**src/rtl/multicycle_ctrl.sv**
```systemverilog
// Multicycle control unit for a small RV32 subset.
// Sequences FETCH -> DECODE -> EXEC -> (MEM) -> (WB) per instruction and
// bounds every memory handshake with a wait counter. A timeout or an illegal
// encoding parks the controller in TRAP until reset.
module multicycle_ctrl #(
  parameter int MEM_TIMEOUT = 15
) (
  input  logic        clk,
  input  logic        rst,
  input  logic [31:0] instr_i,
  input  logic        imem_ack_i,
  input  logic        dmem_ack_i,
  input  logic        zero_i,
  output logic        imem_req_o,
  output logic        dmem_re_o,
  output logic        dmem_we_o,
  output logic        ir_we_o,
  output logic [4:0]  ALUop_o,
  output logic        ALUSrc1_o,
  output logic        ALUSrc2_o,
  output logic        reg_we_o,
  output logic [1:0]  wb_sel_o,
  output logic        pc_we_o,
  output logic        pc_sel_o,
  output logic [2:0]  state_o,
  output logic        trap_o,
  output logic [31:0] instret_o
);

  typedef enum logic [2:0] {
    S_FETCH  = 3'd0,
    S_DECODE = 3'd1,
    S_EXEC   = 3'd2,
    S_MEM    = 3'd3,
    S_WB     = 3'd4,
    S_TRAP   = 3'd5
  } state_t;

  typedef enum logic [2:0] {
    C_ALU  = 3'd0,
    C_LW   = 3'd1,
    C_SW   = 3'd2,
    C_BEQ  = 3'd3,
    C_JALR = 3'd4
  } cls_t;

  state_t      state;
  logic        run;        // low until the first clock edge after reset
  logic [3:0]  wait_cnt;
  logic        wait_hit;

  // latched IR fields
  logic [6:0]  ir_opcode;
  logic [2:0]  ir_funct3;
  logic [6:0]  ir_funct7;

  // decoded instruction, latched at the end of DECODE
  cls_t        op_cls;
  logic [4:0]  op_alu;
  logic        op_rtype;

  // combinational decode of the latched IR
  logic        dec_legal;
  cls_t        dec_cls;
  logic [4:0]  dec_alu;
  logic        dec_rtype;

  logic [31:0] instret;

  // register/immediate fields are consumed by the datapath, not here
  logic        unused_instr_bits;
  assign unused_instr_bits = ^{instr_i[24:15], instr_i[11:7]};

  // the wait counter reaches the limit on this edge; an ack this cycle still wins
  assign wait_hit = ({1'b0, wait_cnt} + 5'd1) == 5'(MEM_TIMEOUT);

  // decode opcode/funct3/funct7 into an instruction class and ALU code
  always_comb begin
    dec_legal = 1'b0;
    dec_cls   = C_ALU;
    dec_alu   = 5'b00000;
    dec_rtype = 1'b0;
    case (ir_opcode)
      7'b0110011: begin
        dec_rtype = 1'b1;
        dec_legal = 1'b1;
        case ({ir_funct7, ir_funct3})
          {7'b0000000, 3'b000}: dec_alu = 5'b01101; // add
          {7'b0100000, 3'b000}: dec_alu = 5'b01110; // sub
          {7'b0000000, 3'b001}: dec_alu = 5'b01000; // sll
          {7'b0000000, 3'b100}: dec_alu = 5'b00110; // xor
          {7'b0000000, 3'b101}: dec_alu = 5'b01001; // srl
          {7'b0000000, 3'b110}: dec_alu = 5'b00101; // or
          {7'b0000000, 3'b111}: dec_alu = 5'b00100; // and
          default:              dec_legal = 1'b0;
        endcase
      end
      7'b0010011: begin
        if (ir_funct3 == 3'b000) begin
          dec_legal = 1'b1;
          dec_alu   = 5'b01100;                   // addi
        end
      end
      7'b0000011: begin
        if (ir_funct3 == 3'b010) begin
          dec_legal = 1'b1;
          dec_cls   = C_LW;
          dec_alu   = 5'b10100;
        end
      end
      7'b0100011: begin
        if (ir_funct3 == 3'b010) begin
          dec_legal = 1'b1;
          dec_cls   = C_SW;
          dec_alu   = 5'b10101;
        end
      end
      7'b1100011: begin
        if (ir_funct3 == 3'b000) begin
          dec_legal = 1'b1;
          dec_cls   = C_BEQ;
          dec_alu   = 5'b10001;
        end
      end
      7'b1100111: begin
        if (ir_funct3 == 3'b000) begin
          dec_legal = 1'b1;
          dec_cls   = C_JALR;
          dec_alu   = 5'b10100;
        end
      end
      default: dec_legal = 1'b0;
    endcase
  end

  // main FSM: state, wait counter, IR fields and decoded instruction
  always_ff @(posedge clk or posedge rst) begin
    if (rst) begin
      state     <= S_FETCH;
      run       <= 1'b0;
      wait_cnt  <= 4'd0;
      ir_opcode <= 7'd0;
      ir_funct3 <= 3'd0;
      ir_funct7 <= 7'd0;
      op_cls    <= C_ALU;
      op_alu    <= 5'd0;
      op_rtype  <= 1'b0;
    end else begin
      run <= 1'b1;
      case (state)
        S_FETCH: begin
          if (run) begin
            if (imem_ack_i) begin
              ir_opcode <= instr_i[6:0];
              ir_funct3 <= instr_i[14:12];
              ir_funct7 <= instr_i[31:25];
              wait_cnt  <= 4'd0;
              state     <= S_DECODE;
            end else if (wait_hit) begin
              wait_cnt  <= 4'd0;
              state     <= S_TRAP;
            end else begin
              wait_cnt  <= wait_cnt + 4'd1;
            end
          end
        end
        S_DECODE: begin
          wait_cnt <= 4'd0;
          op_cls   <= dec_cls;
          op_alu   <= dec_alu;
          op_rtype <= dec_rtype;
          state    <= dec_legal ? S_EXEC : S_TRAP;
        end
        S_EXEC: begin
          wait_cnt <= 4'd0;
          case (op_cls)
            C_LW, C_SW: state <= S_MEM;
            C_BEQ:      state <= S_FETCH;
            default:    state <= S_WB;
          endcase
        end
        S_MEM: begin
          if (dmem_ack_i) begin
            wait_cnt <= 4'd0;
            state    <= (op_cls == C_LW) ? S_WB : S_FETCH;
          end else if (wait_hit) begin
            wait_cnt <= 4'd0;
            state    <= S_TRAP;
          end else begin
            wait_cnt <= wait_cnt + 4'd1;
          end
        end
        S_WB: begin
          wait_cnt <= 4'd0;
          state    <= S_FETCH;
        end
        S_TRAP: begin
          wait_cnt <= 4'd0;
          state    <= S_TRAP;
        end
        default: begin
          wait_cnt <= 4'd0;
          state    <= S_TRAP;
        end
      endcase
    end
  end

  // control outputs decoded from the state and the latched instruction
  always_comb begin
    imem_req_o = 1'b0;
    ir_we_o    = 1'b0;
    dmem_re_o  = 1'b0;
    dmem_we_o  = 1'b0;
    ALUop_o    = 5'b00000;
    ALUSrc1_o  = 1'b0;
    ALUSrc2_o  = 1'b0;
    reg_we_o   = 1'b0;
    wb_sel_o   = 2'd0;
    pc_we_o    = 1'b0;
    pc_sel_o   = 1'b0;
    trap_o     = 1'b0;
    case (state)
      S_FETCH: begin
        imem_req_o = run;
        ir_we_o    = run & imem_ack_i;
      end
      S_EXEC: begin
        ALUop_o   = op_alu;
        ALUSrc1_o = (op_cls == C_BEQ);
        ALUSrc2_o = ~op_rtype;
        // beq retires here; zero_i steers the next PC straight through
        if (op_cls == C_BEQ) begin
          pc_we_o  = 1'b1;
          pc_sel_o = zero_i;
        end
      end
      S_MEM: begin
        ALUop_o   = op_alu;
        dmem_re_o = (op_cls == C_LW);
        dmem_we_o = (op_cls == C_SW);
        // a store retires in its ack cycle
        pc_we_o   = (op_cls == C_SW) & dmem_ack_i;
      end
      S_WB: begin
        ALUop_o  = op_alu;
        reg_we_o = 1'b1;
        pc_we_o  = 1'b1;
        case (op_cls)
          C_LW:    wb_sel_o = 2'd1;
          C_JALR: begin
            wb_sel_o = 2'd2;
            pc_sel_o = 1'b1;
          end
          default: wb_sel_o = 2'd0;
        endcase
      end
      S_TRAP: trap_o = 1'b1;
      default: ;
    endcase
  end

  assign state_o = state;

  // retired-instruction counter, one step per PC update
  always_ff @(posedge clk or posedge rst) begin
    if (rst) begin
      instret <= 32'd0;
    end else if (pc_we_o) begin
      instret <= instret + 32'd1;
    end
  end

  assign instret_o = instret;

endmodule
```
**config.mk**
```make
export PLATFORM = sky130hd
export DESIGN_NAME = multicycle_ctrl
export DESIGN_NICKNAME = d
export VERILOG_FILES = /design/src/rtl/multicycle_ctrl.sv
export SDC_FILE = /design/constraint.sdc
export NUM_CORES = 1
export LEC_CHECK = 0
export ABC_AREA = 0
export CAP_MARGIN = 10
export CORE_MARGIN = 2
export CORE_UTILIZATION = 25
export CTS_BUF_LIST = sky130_fd_sc_hd__clkbuf_8
export DETAILED_ROUTE_END_ITERATION = 12
export SYNTH_ARGS = -nofsm -noshare
export SYNTH_HDL_FRONTEND = slang
export SYNTH_SLANG_ARGS = --single-unit
```
**constraint.sdc**
```tcl
create_clock -name clk -period 2.25 [get_ports clk]
set_input_delay 0.3375 -clock clk [delete_from_list [all_inputs] [get_ports clk]]
set_output_delay 0.3375 -clock clk [all_outputs]
set_load 0.01 [all_outputs]
```
Yosys cells after proc, flatten, opt, wreduce, memory -nomap -nowiden
Cells that the tools add are included.
{"block": "op_classes", "addsub": 3, "n_mul": 0, "n_div": 0, "n_lt_le_gt_ge": 0, "eq_ne": 24, "n_shift": 0, "muxes": 46, "bitwise": 3, "reduce_logical": 9}
{"operator": "$eq A10 B3 Y1 const B", "count": 4}
{"operator": "$add A32 B1 Y32 const B", "count": 1}
{"operator": "$pmux W5 S6", "count": 1}
{"operator": "$pmux W4 S7", "count": 1}
{"operator": "$mux W5", "count": 5}
{"operator": "$mux W3", "count": 7}
{"operator": "$mux W4", "count": 5}
{"operator": "$mux W1", "count": 16}
{"operator": "$eq A3 B2 Y1 const B", "count": 5}
{"operator": "$pmux W3 S5", "count": 1}
{"operator": "$eq A7 B6 Y1 const B", "count": 2}
{"operator": "$eq A7 B7 Y1 const B", "count": 2}
{"operator": "$pmux W3 S4", "count": 1}
{"operator": "$eq A10 B1 Y1 const B", "count": 1}
{"operator": "$eq A10 B9 Y1 const B", "count": 1}
{"operator": "$logic_not A10 Y1", "count": 1}
{"operator": "$eq A3 B3 Y1 const B", "count": 3}
{"operator": "$pmux W4 S2", "count": 1}
{"operator": "$eq A7 B2 Y1 const B", "count": 1}
{"operator": "$eq A7 B5 Y1 const B", "count": 1}
{"operator": "$reduce_or A7 Y1", "count": 1}
{"operator": "$eq A3 B1 Y1 const B", "count": 2}
{"operator": "$logic_not A3 Y1", "count": 2}
{"operator": "$mux W2", "count": 3}
{"operator": "other kinds (13)", "count": 17}
{"block": "word_totals", "regBits": 66, "latch_bits": 0, "ramBits": 0, "mem_bits_ro": 0, "output_inout_bits": 52, "word_cells": 95, "mem_count": 0}

Longest topological paths before layout
{"block": "depth", "depth_word": 6, "depth_mapped": 7, "depth_no_buf": 6}

Worst setup path after synthesis
OpenSTA, ideal clock, no wires.
{"block": "synth_timing", "path_kind": "register to output", "from": "register state[0] (netlist: state_o[0])", "to": "output port ir_we_o", "arrival_ns": 1.498, "t_required_ns": 1.913, "path_slack_ns": 0.414, "path_stages_with_launch": 7, "path_buffers": 2, "cell_sequence": "dfrtp_1 > clkbuf_8 > or3_4 > nor2_4 > nand2_4 > buf_6 > inv_1"}
{"block": "synth_via", "elab_chain_len": 2}
{"element": "from (decl)", "line": "47", "text": "state_t state;"}
{"element": "from (signal assigned)", "line": "172", "text": "state <= dec_legal ? S_EXEC : S_TRAP;"}
{"element": "from (signal assigned)", "line": "185", "text": "state <= (op_cls == C_LW) ? S_WB : S_FETCH;"}
{"element": "$logic_not A3 Y1", "line": "223", "text": "case (state)"}
{"element": "$mux W1", "line": "223"}
{"element": "to (decl)", "line": "17", "text": "output logic ir_we_o,"}
Every way passes these cells.

Final worst setup path
{"block": "layout_timing", "from": "register state[0] (netlist: state_o[0])", "to": "output port wb_sel_o[1]"}
{"block": "layout_via", "elab_chain_len": 2}
{"element": "$eq A3 B3 Y1", "line": "223"}
{"element": "$mux W2", "line": "223"}
{"element": "to (decl)", "line": "22", "text": "output logic [1:0] wb_sel_o,"}
Every way passes these cells.

==> summary.txt <==
First-pass GRT wire length: 14300 µm
Worst reg-to-reg setup slack: 0.29 ns
Required time of the critical path: 1.91 ns
Number of hold violations in the final report: 0
Count leader, synth: dfrtp_1
Number of global-route vias before repair: 2896
Die outline width: 125 µm
Area of the placeable core: 0.0144 mm²
Cell Count, Final, Fillers Out: 607
Fraction of post-synthesis cell area in the top cell type by area: 45.1%
Post-route antenna net violation count: 0
Max-cap check violation count: 0
CTS sink count: 66
Ys flop type: dfrtp_1
Worst r2r path cells: 5
H-tree level count: 3
Drt total wl: 8530 µm
Number of synthesized register bits: 66
Reg-to-reg endpoint: state_o[0]
Number of enable-type register cells in the synthesized netlist: 0
List of most frequent post-synthesis cells: dfrtp_1, nand2_1, xnor2_1
Setup repair after global routing missed its margin: false
Syn_area_per_cell: 11.1 µm²
Routed vias: 2804
Number of antenna violations at the first check in global routing: 0
Final estimated routing congestion in global placement: 0.857
Count of mapped cells out of synthesis: 330
Fraction of layout instances using a drive strength above 1: 23.2%
Post-detailed-placement half-perimeter wirelength: 6030 µm
Setup TNS: 0 ns
Type of the worst setup path: flop to primary output
Post-route worst hold slack: 0.382 ns
Worst clock skew on the final layout: 0.00763 ns
Die Footprint: 0.0156 mm²
Number of buffers inserted by hold repair at cts: 0
Average wire per standard cell: 14.0 µm
DRC violations left: 0
Initial core utilization: 25.4%
Setup violators final: 0
Area of the mapped netlist: 0.00366 mm²
Final Critical Period: 2.16 ns
Cell chosen for the clock root: clkbuf_8
Area leader, netlist: dfrtp_1
Placement row count: 44
Top post-synthesis cells by area: dfrtp_1, xnor2_1, mux2_4
Total GRT Usage: 11.3%
Power per unit of standard cell area: 470 mW/mm²
CTS tree: built
Count of buffers from port buffering: 73
Async set-reset flop share out of synthesis: 100%
Arrival time worst endpoint: 1.83 ns
Fin crit share: 96.2%
First DRT Iteration DRCs: 67
CP Capture Type: primary output
GR Overflow Total: 0
Clock-pin slew on the worst setup and hold paths: 0.07 ns
Diodes inserted: 0
Hold/Removal Path Class: input port to async pin
Number of different library cells in the post-synthesis netlist: 71
Maximum achievable frequency: 462 MHz
Worst supply voltage drop on vdd: 369 µV
Largest net degree at the start of global routing: 67
Syn Nets: 370
Sequential-to-total area share from yosys stat: 45.1%
Clock network latency to the later pin of the worst-skew pair: 0.36 ns
First drt pass iteration count: 4
Sort of element at the start of the critical path: flop
Instance count after placement with tap cells included: 586
Maximum number of buffers from clock root to sink: 2
Final-stage net count: 458
Synth-to-layout area growth: 33.7%
Critical R2R Launch: ir_funct3[1]
Final Max Slew Viols: 0
CTS Buf Count: 9
Top Ports: 89
Drt via density: 4.62
Result of the run: completed
Number of warning messages in the yosys log: 0
Crit path max fanout: 7
Vertical extent of the die: 125 µm
Lkg Pwr: 2.21 nW
Count of fill cells added during filler insertion: 1489
-- critical path, cell delays in order, from the launching register on --
cell and delay, ns:
dfrtp_2 0.45, nor2_2 0.14, and2_4 0.17, and3_1 0.17, clkdlybuf4s50_1 0.53
-- kinds of logic after synthesis --
kind of cell / share of synthesized area [%]
and+or+nand+nor: 26.1
DFF: 45.1
AOI/OAI and AO/OA: 9.80
xor gates and xnor gates: 8.37
buffers and inverters: 3.38
muxes: 6.15
adders and majority gates: 1.02
other: 0.102
-- cell type report --
cell class	instances	area (µm²)	share of cell area, %
multi-input cells	241	1900	38.8
clock inverters	5	52.6	1.07
well taps	184	230	4.70
flip-flops and latches	66	1660	33.8
inverters	13	51.3	1.05
repair buffers	87	855	17.5
clock buffers	11	151	3.09
-- stage by stage --
stage                     power (mW)  util [%]  cell area, µm²  setup WS, ns
after global routing            2.39      34.0            4900       0.00881
after detailed placement        1.29      32.1            4630         0.148
after floorplan                 1.23         -            3660         0.258
final                           2.30      34.0            4900        0.0862
after global placement          1.29      32.1            4630         0.187
after CTS                       2.34      33.8            4880        0.0124
-- worst max-delay path by stage --
stage               slack, ns  depth (start not counted)      endpoint        from
CTS                      0.01                          4     dmem_re_o  state_o[2]
floorplan                0.26                          1  instret_o[0]         rst
finish                   0.09                          4   wb_sel_o[1]  state_o[0]
global placement         0.19                          5      pc_sel_o  state_o[1]
detailed placement       0.15                          5      pc_sel_o  state_o[1]
global route            0.009                          4   wb_sel_o[1]  state_o[0]
-- per-layer routing --
metal / vias to the layer above / part of all wire [%] / global-route usage, % / wire length [µm]
li1: 1355 / - / - / -
met1: 1371 / 48 / 14.5 / 4130
met2: 65 / 46 / 17.9 / 3910
met3: 13 / 4.0 / 3.17 / 338
met4: 0 / 1.8 / 5.16 / 156
met5: - / 0 / 0 / 0
-- cells in the final DEF, fill, tap and decap left out, types with 3 or more instances in the layout --
cell and n:
a31oi_1 4, a21oi_1 6, buf_4 13, nor2_1 16, nand2_1 26, xnor2_1 21, dfrtp_1 62, clkinv_2 3
clkdlybuf4s50_1 60, a211oi_1 3, and3_1 5, a21o_1 4, nand4_1 11, nor4_1 3, nand2b_1 4, nor4b_2 5
mux2_2 8, dlygate4sd2_1 7, nor2b_1 10, nand3_2 4, dlymetal6s2s_1 6, xor2_1 14, nor3_1 4, and3_2 5
nand3_1 5, ha_1 3, dfrtp_2 4, nor3_2 7, clkbuf_8 11, mux2_4 9, inv_1 11, o21ai_0 11
-- state kept, by name (all words and copies together), names as in the netlist --
name and flops:
instret_o 32, ir_funct7 7, ir_opcode 7, op_alu 5, wait_cnt 4, ir_funct3 3, op_cls 3, state_o 3
op_rtype 1, run 1
-- where the power goes --
part | total, mW | switching (mW) | internal, mW | leakage, nW
sequential | 1.19 | 0.000697 | 1.19 | 0.869
combinational | 0.0743 | 0.0352 | 0.0391 | 1.23
clock | 1.04 | 0.477 | 0.566 | 0.105
total | 2.30 | 0.512 | 1.79 | 2.21
-- repair_timing --
item,CTS,global route
endpoints found under the setup margin,14,6
gates resized for setup,15,6
pin swaps,2,0
buffers inserted,5,0
No activity file was read; power rests on OpenSTA's default activity.
